===== src/rtl/host_rr_arbiter.sv =====
// rtl/host_rr_arbiter.sv - round-robin req/gnt/rvalid arbiter with in-order response routing
//
// Shares one Ibex-style device port among NrHosts hosts.
// Ports:
//   clk_i, rst_ni          clock, asynchronous active-low reset
//   host_req_i/host_gnt_o  per-host request / grant
//   host_addr_i, host_we_i, host_be_i, host_wdata_i   per-host request payload
//   host_rvalid_o          one-hot response valid toward the issuing host
//   host_rdata_o/host_err_o response data/error, broadcast to every host
//   dev_req_o/dev_gnt_i    device request / grant
//   dev_addr_o, dev_we_o, dev_be_o, dev_wdata_o       payload of the selected host
//   dev_rvalid_i, dev_rdata_i, dev_err_i              device response
//   spurious_rsp_o         device response while nothing is outstanding
module host_rr_arbiter #(
  parameter int NrHosts        = 2,
  parameter int AddrWidth      = 32,
  parameter int DataWidth      = 32,
  parameter int MaxOutstanding = 2
) (
  input  logic                   clk_i,
  input  logic                   rst_ni,
  input  logic [NrHosts-1:0]     host_req_i,
  output logic [NrHosts-1:0]     host_gnt_o,
  input  logic [AddrWidth-1:0]   host_addr_i  [NrHosts],
  input  logic [NrHosts-1:0]     host_we_i,
  input  logic [DataWidth/8-1:0] host_be_i    [NrHosts],
  input  logic [DataWidth-1:0]   host_wdata_i [NrHosts],
  output logic [NrHosts-1:0]     host_rvalid_o,
  output logic [DataWidth-1:0]   host_rdata_o [NrHosts],
  output logic [NrHosts-1:0]     host_err_o,
  output logic                   dev_req_o,
  input  logic                   dev_gnt_i,
  output logic [AddrWidth-1:0]   dev_addr_o,
  output logic                   dev_we_o,
  output logic [DataWidth/8-1:0] dev_be_o,
  output logic [DataWidth-1:0]   dev_wdata_o,
  input  logic                   dev_rvalid_i,
  input  logic [DataWidth-1:0]   dev_rdata_i,
  input  logic                   dev_err_i,
  output logic                   spurious_rsp_o
);

  localparam int PtrW   = $clog2(NrHosts);
  localparam int CntW   = $clog2(MaxOutstanding + 1);
  localparam int FifoAw = (MaxOutstanding > 1) ? $clog2(MaxOutstanding) : 1;

  localparam logic [PtrW-1:0]   LastHost = PtrW'(NrHosts - 1);
  localparam logic [FifoAw-1:0] FifoLast = FifoAw'(MaxOutstanding - 1);
  localparam logic [CntW-1:0]   CntMax   = CntW'(MaxOutstanding);

  logic [PtrW-1:0]   ptr_q;
  logic              lock_q;
  logic [PtrW-1:0]   lock_id_q;
  logic [CntW-1:0]   count_q;
  logic [FifoAw-1:0] wr_ptr_q;
  logic [FifoAw-1:0] rd_ptr_q;
  logic [PtrW-1:0]   fifo_q [MaxOutstanding];

  logic [PtrW-1:0]   scan_sel;
  logic [PtrW:0]     cand;
  logic [PtrW-1:0]   sel;
  logic [PtrW-1:0]   fifo_head;
  logic              full;
  logic              grant;
  logic              pop;

  function automatic logic [FifoAw-1:0] fifo_inc(input logic [FifoAw-1:0] p);
    return (p == FifoLast) ? '0 : p + 1'b1;
  endfunction

  // Scan from ptr upward, modulo NrHosts. Iterating from the farthest offset
  // down lets the nearest requester overwrite the result last and win.
  always_comb begin
    scan_sel = '0;
    cand     = '0;
    for (int i = NrHosts - 1; i >= 0; i--) begin
      cand = {1'b0, ptr_q} + (PtrW + 1)'(i);
      if (cand >= (PtrW + 1)'(NrHosts)) begin
        cand = cand - (PtrW + 1)'(NrHosts);
      end
      if (host_req_i[cand[PtrW-1:0]]) begin
        scan_sel = cand[PtrW-1:0];
      end
    end
  end

  // A stalled request keeps its host selected so the device sees a stable
  // payload even if a higher-priority host starts requesting meanwhile.
  assign sel       = lock_q ? lock_id_q : scan_sel;
  assign full      = (count_q == CntMax);
  assign dev_req_o = (|host_req_i) & ~full;
  assign grant     = dev_req_o & dev_gnt_i;
  assign fifo_head = fifo_q[rd_ptr_q];
  assign pop       = dev_rvalid_i & (count_q != '0);

  assign spurious_rsp_o = dev_rvalid_i & (count_q == '0);

  assign dev_addr_o  = host_addr_i[sel];
  assign dev_we_o    = host_we_i[sel];
  assign dev_be_o    = host_be_i[sel];
  assign dev_wdata_o = host_wdata_i[sel];

  always_comb begin
    host_gnt_o    = '0;
    host_rvalid_o = '0;
    host_err_o    = '0;
    for (int i = 0; i < NrHosts; i++) begin
      host_gnt_o[i]    = grant & (sel == PtrW'(i));
      host_rvalid_o[i] = pop & (fifo_head == PtrW'(i));
      host_err_o[i]    = dev_err_i;
      host_rdata_o[i]  = dev_rdata_i;
    end
  end

  always_ff @(posedge clk_i or negedge rst_ni) begin
    if (!rst_ni) begin
      ptr_q     <= '0;
      lock_q    <= 1'b0;
      lock_id_q <= '0;
      count_q   <= '0;
      wr_ptr_q  <= '0;
      rd_ptr_q  <= '0;
      for (int i = 0; i < MaxOutstanding; i++) begin
        fifo_q[i] <= '0;
      end
    end else begin
      if (grant) begin
        lock_q           <= 1'b0;
        ptr_q            <= (sel == LastHost) ? '0 : sel + 1'b1;
        fifo_q[wr_ptr_q] <= sel;
        wr_ptr_q         <= fifo_inc(wr_ptr_q);
      end else if (dev_req_o) begin
        lock_q    <= 1'b1;
        lock_id_q <= sel;
      end

      if (pop) begin
        rd_ptr_q <= fifo_inc(rd_ptr_q);
      end

      if (grant && !pop) begin
        count_q <= count_q + 1'b1;
      end else if (!grant && pop) begin
        count_q <= count_q - 1'b1;
      end
    end
  end

endmodule


===== config.mk =====
export PLATFORM = sky130hd
export DESIGN_NAME = host_rr_arbiter
export DESIGN_NICKNAME = d
export VERILOG_FILES = /design/src/rtl/host_rr_arbiter.sv
export SDC_FILE = /design/constraint.sdc
export NUM_CORES = 1
export LEC_CHECK = 0
export CELL_PAD_IN_SITES_DETAIL_PLACEMENT = 1
export CELL_PAD_IN_SITES_GLOBAL_PLACEMENT = 1
export CORE_ASPECT_RATIO = 0.75
export CORE_MARGIN = 5
export CORE_UTILIZATION = 12
export DETAILED_ROUTE_END_ITERATION = 10
export PLACE_DENSITY_LB_ADDON = 0.1
export SLEW_MARGIN = 20
export SYNTH_ARGS = -nofsm -noshare
export SYNTH_HDL_FRONTEND = slang
export SYNTH_SLANG_ARGS = --single-unit

===== constraint.sdc =====
create_clock -name clk_i -period 2.5 [get_ports clk_i]
set_input_delay 0.5 -clock clk_i [delete_from_list [all_inputs] [get_ports clk_i]]
set_output_delay 0.5 -clock clk_i [all_outputs]
set_load 0.03 [all_outputs]

==> reports/metrics.cfg <==
[clock_network]
insertion_delay_ps = 230
cts_made_buffers = 3
clk_pin_slew_worst_paths_ps = 40
root_buffer = clkbuf_16
htreeDepth = 1
ctsHoldBuffers = 0
cts_sinks = 9
clockBufferDepth = 2
cts_tree = built

[detailed_routing]
wl_per_cell_um = 17.25
ant_nets = 0
wl_met2_um = 4767
route.vias.total = 1953
dr_wl_met3_um = 1391
met1_length_um = 3300
drt_iter0_drc = 13
viasPerCell = 3.544
routed_wirelength_um = 9502
dr.pass1.iters = 2
top_layer = met4
drc = 0

[yosys]
syn_area_mm2 = 0.001790
yosysWarnings = 0
syn_avg_cell_area_um2 = 9.626
synth-async-reset-ratio_pct = 100.0
syn_inst = 186
seq_area_frac_synth_pct = 12.58
synth_fp_nets = 364
synth_cell_types = 23
synth-edff-count = 0
synth_seq_cells = 9
synthFlopType = dfrtp_1

[sta]
hold_viol = 0
finalCriticalPeriod_ps = 2423
slew_viol_final = 0
post-route-period-util_pct = 96.94
setup_viol = 0
slew_headroom_pct = 60.96
clock_skew_ps = 0.3049
hold_ws_ps = 490.5
fmax_mhz = 412.6
worst_pin_slew_ps = 579.5
rsz0062_at_grt = no

[floorplanning]
core-area_mm2 = 0.01455
start_util_pct = 12.31
die_area_mm2 = 0.01749
rows = 38
boundaryPins = 318
die_h_um = 115.8
fp.dieW_um = 151.0

[power]
peakVddDrop_mv = 0.3528
p_leak_uw = 0.001636
pwr_density_cell_mw_per_mm2 = 1046

[cells_and_area]
seqCellArea_um2 = 225.2
final_area_mm2 = 0.003979
antenna_cells = 0
drive_gt1_share_pct = 49.29
fin_nets = 530
multi_input_area_mm2 = 0.001061
nFillCells = 1679
area_delta_synth_final_pct = 122.2

[status]
status = finished, final reports clean

[global_route]
grt_usage_pct = 9.613
antenna_found_initial = 0
grt_pass1_vias = 2149
grt_first_pass_wirelength_um = 12820
gr-total-overflow = 0
grt_max_degree = 13

[setup_path]
cp_data_required_time_ps = 2000
reg2reg_depth = 8
crit_family = buffers and inverters
critPathLaunchType = flip-flop
path_depth = 8
crit_arrival_ps = 1920
slowest_stage = dfrtp_1
path_max_fanout = 6
crit_top_cell = buf_12
path_class = reg2out
slowest_delay_ps = 380
path_cells = buf_4 -> nand2_1 -> o21ai_4 -> buf_12 -> buf_12 -> bufbuf_16 -> mux2_4 -> buf_6
crit_buf_inv = 5
critPathCaptureType = output pin

[placement]
gp_congestion = 0.7122
port_buffers = 218
hpwlAfterDp_um = 7725
postPlaceCellArea_mm2 = 0.003694

[hold_path]
worstHoldPathType = reg2reg
whs_path_depth = 1

[job]
maxCapViolations = 0

==> cells in the mapped netlist, types with 2 or more instances <==
cell type / count / area [µm²]
buf_4: 70 / 525.5
nor2b_1: 3 / 18.77
nor3_1: 2 / 10.01
inv_1: 3 / 11.26
mux2_1: 4 / 45.04
mux2i_1: 2 / 20.02
buf_2: 4 / 20.02
nor2_1: 5 / 18.77
xnor2_1: 4 / 35.03
dfrtp_1: 9 / 225.2
nand2_1: 2 / 7.510
mux2_2: 67 / 754.5
==> layout by cell type (no fill, tap or decap) <==
cell type	Yosys	layout
clkdlybuf4s50_1	0	142
mux2_2	67	64
buf_4	70	38
clkdlybuf4s15_2	0	17
buf_2	4	16
dfrtp_1	9	9
buf_6	0	9
mux2_4	1	8
nor2_1	5	5
xnor2_1	4	4
buf_12	0	4
inv_1	3	3
clkbuf_16	0	3
bufbuf_16	0	3
nand2_1	2	2
mux2i_1	2	2
nor2b_1	3	2
nor3_1	2	2
buf_16	0	2
clkbuf_2	0	2
buf_8	0	2
nor2b_4	0	1
nand2b_4	0	1
o21ai_4	0	1
o221ai_1	1	1
o21ai_0	1	1
nor2b_2	1	1
nor3b_1	1	1
o21a_1	1	1
xor2_1	1	1
or4b_4	1	1
ha_1	1	1
clkbuf_1	0	1
==> cells by family (layout without fill, tap and decap cells) <==
group                    after synthesis  after routing  synth area share [%]
AO/OA/AOI/OAI                          4              4                 1.467
XOR/XNOR                               5              5                 2.446
adder cells (fa/ha/maj)                1              1                0.6987
buffers and inverters                 77            242                 31.10
flip-flops                             9              9                 12.58
multiplexers                          74             74                 46.61
AND/OR/NAND/NOR                       16             16                 5.102
==> flip-flops by register name (all words and copies together) (netlist names) <==
register   cells
count_q        2
fifo_q         2
lock_id_q      1
lock_q         1
ptr_q          1
rd_ptr_q       1
wr_ptr_q       1
==> timing repair <==
action	in CTS	in global routing
pin swaps	1	0
gates resized for setup	177	7
setup buffers	3	0
setup endpoints to repair	69	58
endpoints found under the hold margin	0	0
cloned	4	0
==> through the flow <==
stage	worst slack (ps)	setup TNS, ps	power [µW]	cells	util (%)
after floorplan	328.8	0	2371	186	-
after global placement	-498.3	-24590	3451	540	25.39
after detailed placement	-526.9	-26260	3461	540	25.39
after CTS	-24.45	-95.45	4250	551	27.30
after global routing	3.275	0	4417	551	27.35
final	76.51	0	4164	551	27.35
==> per-layer routing <==
layer | track usage [%] | vias to the layer above
met5 | 0 | -
met4 | 0.7850 | 0
met3 | 5.004 | 9
met2 | 17.66 | 151
met1 | 10.28 | 885
li1 | - | 908
==> power breakdown <==
| part | internal [µW] | total, µW | switching (µW) |
|---|---|---|---|
| logic | 1860 | 3590 | 1730 |
| clock network | 213 | 280 | 67.2 |
| registers | 222 | 289 | 67.0 |
| total | 2300 | 4160 | 1870 |
==> worst paths after layout <==
check | to | from | slack (ps)
min in group asynchronous | ptr_q | rst_ni | 590
worst max-delay path | dev_wdata_o[12] | lock_q | 80
worst min-delay path | rd_ptr_q | rd_ptr_q | 490
worst min register to register | rd_ptr_q | rd_ptr_q | 490
max in group asynchronous | count_q[1] | rst_ni | 1600
worst max register to register | fifo_q[1] | lock_q | 750
==> worst reg2reg max path: cells and delay by family (launching register included) <==
family	cells	cell delay, ps
and+or+nand+nor	1	100
buffers and inverters	5	830
AOI/OAI and AO/OA	1	80
muxes	1	260
DFF	1	380
==> cell type report <==
cell class / instances / area share, %
well taps: 200 / 6.289
clock buffers: 4 / 1.981
inverters: 3 / 0.2830
repair buffers: 235 / 59.12
flip-flops and latches: 9 / 5.660
multi-input cells: 100 / 26.67
Power figures use the tool's default switching activity.
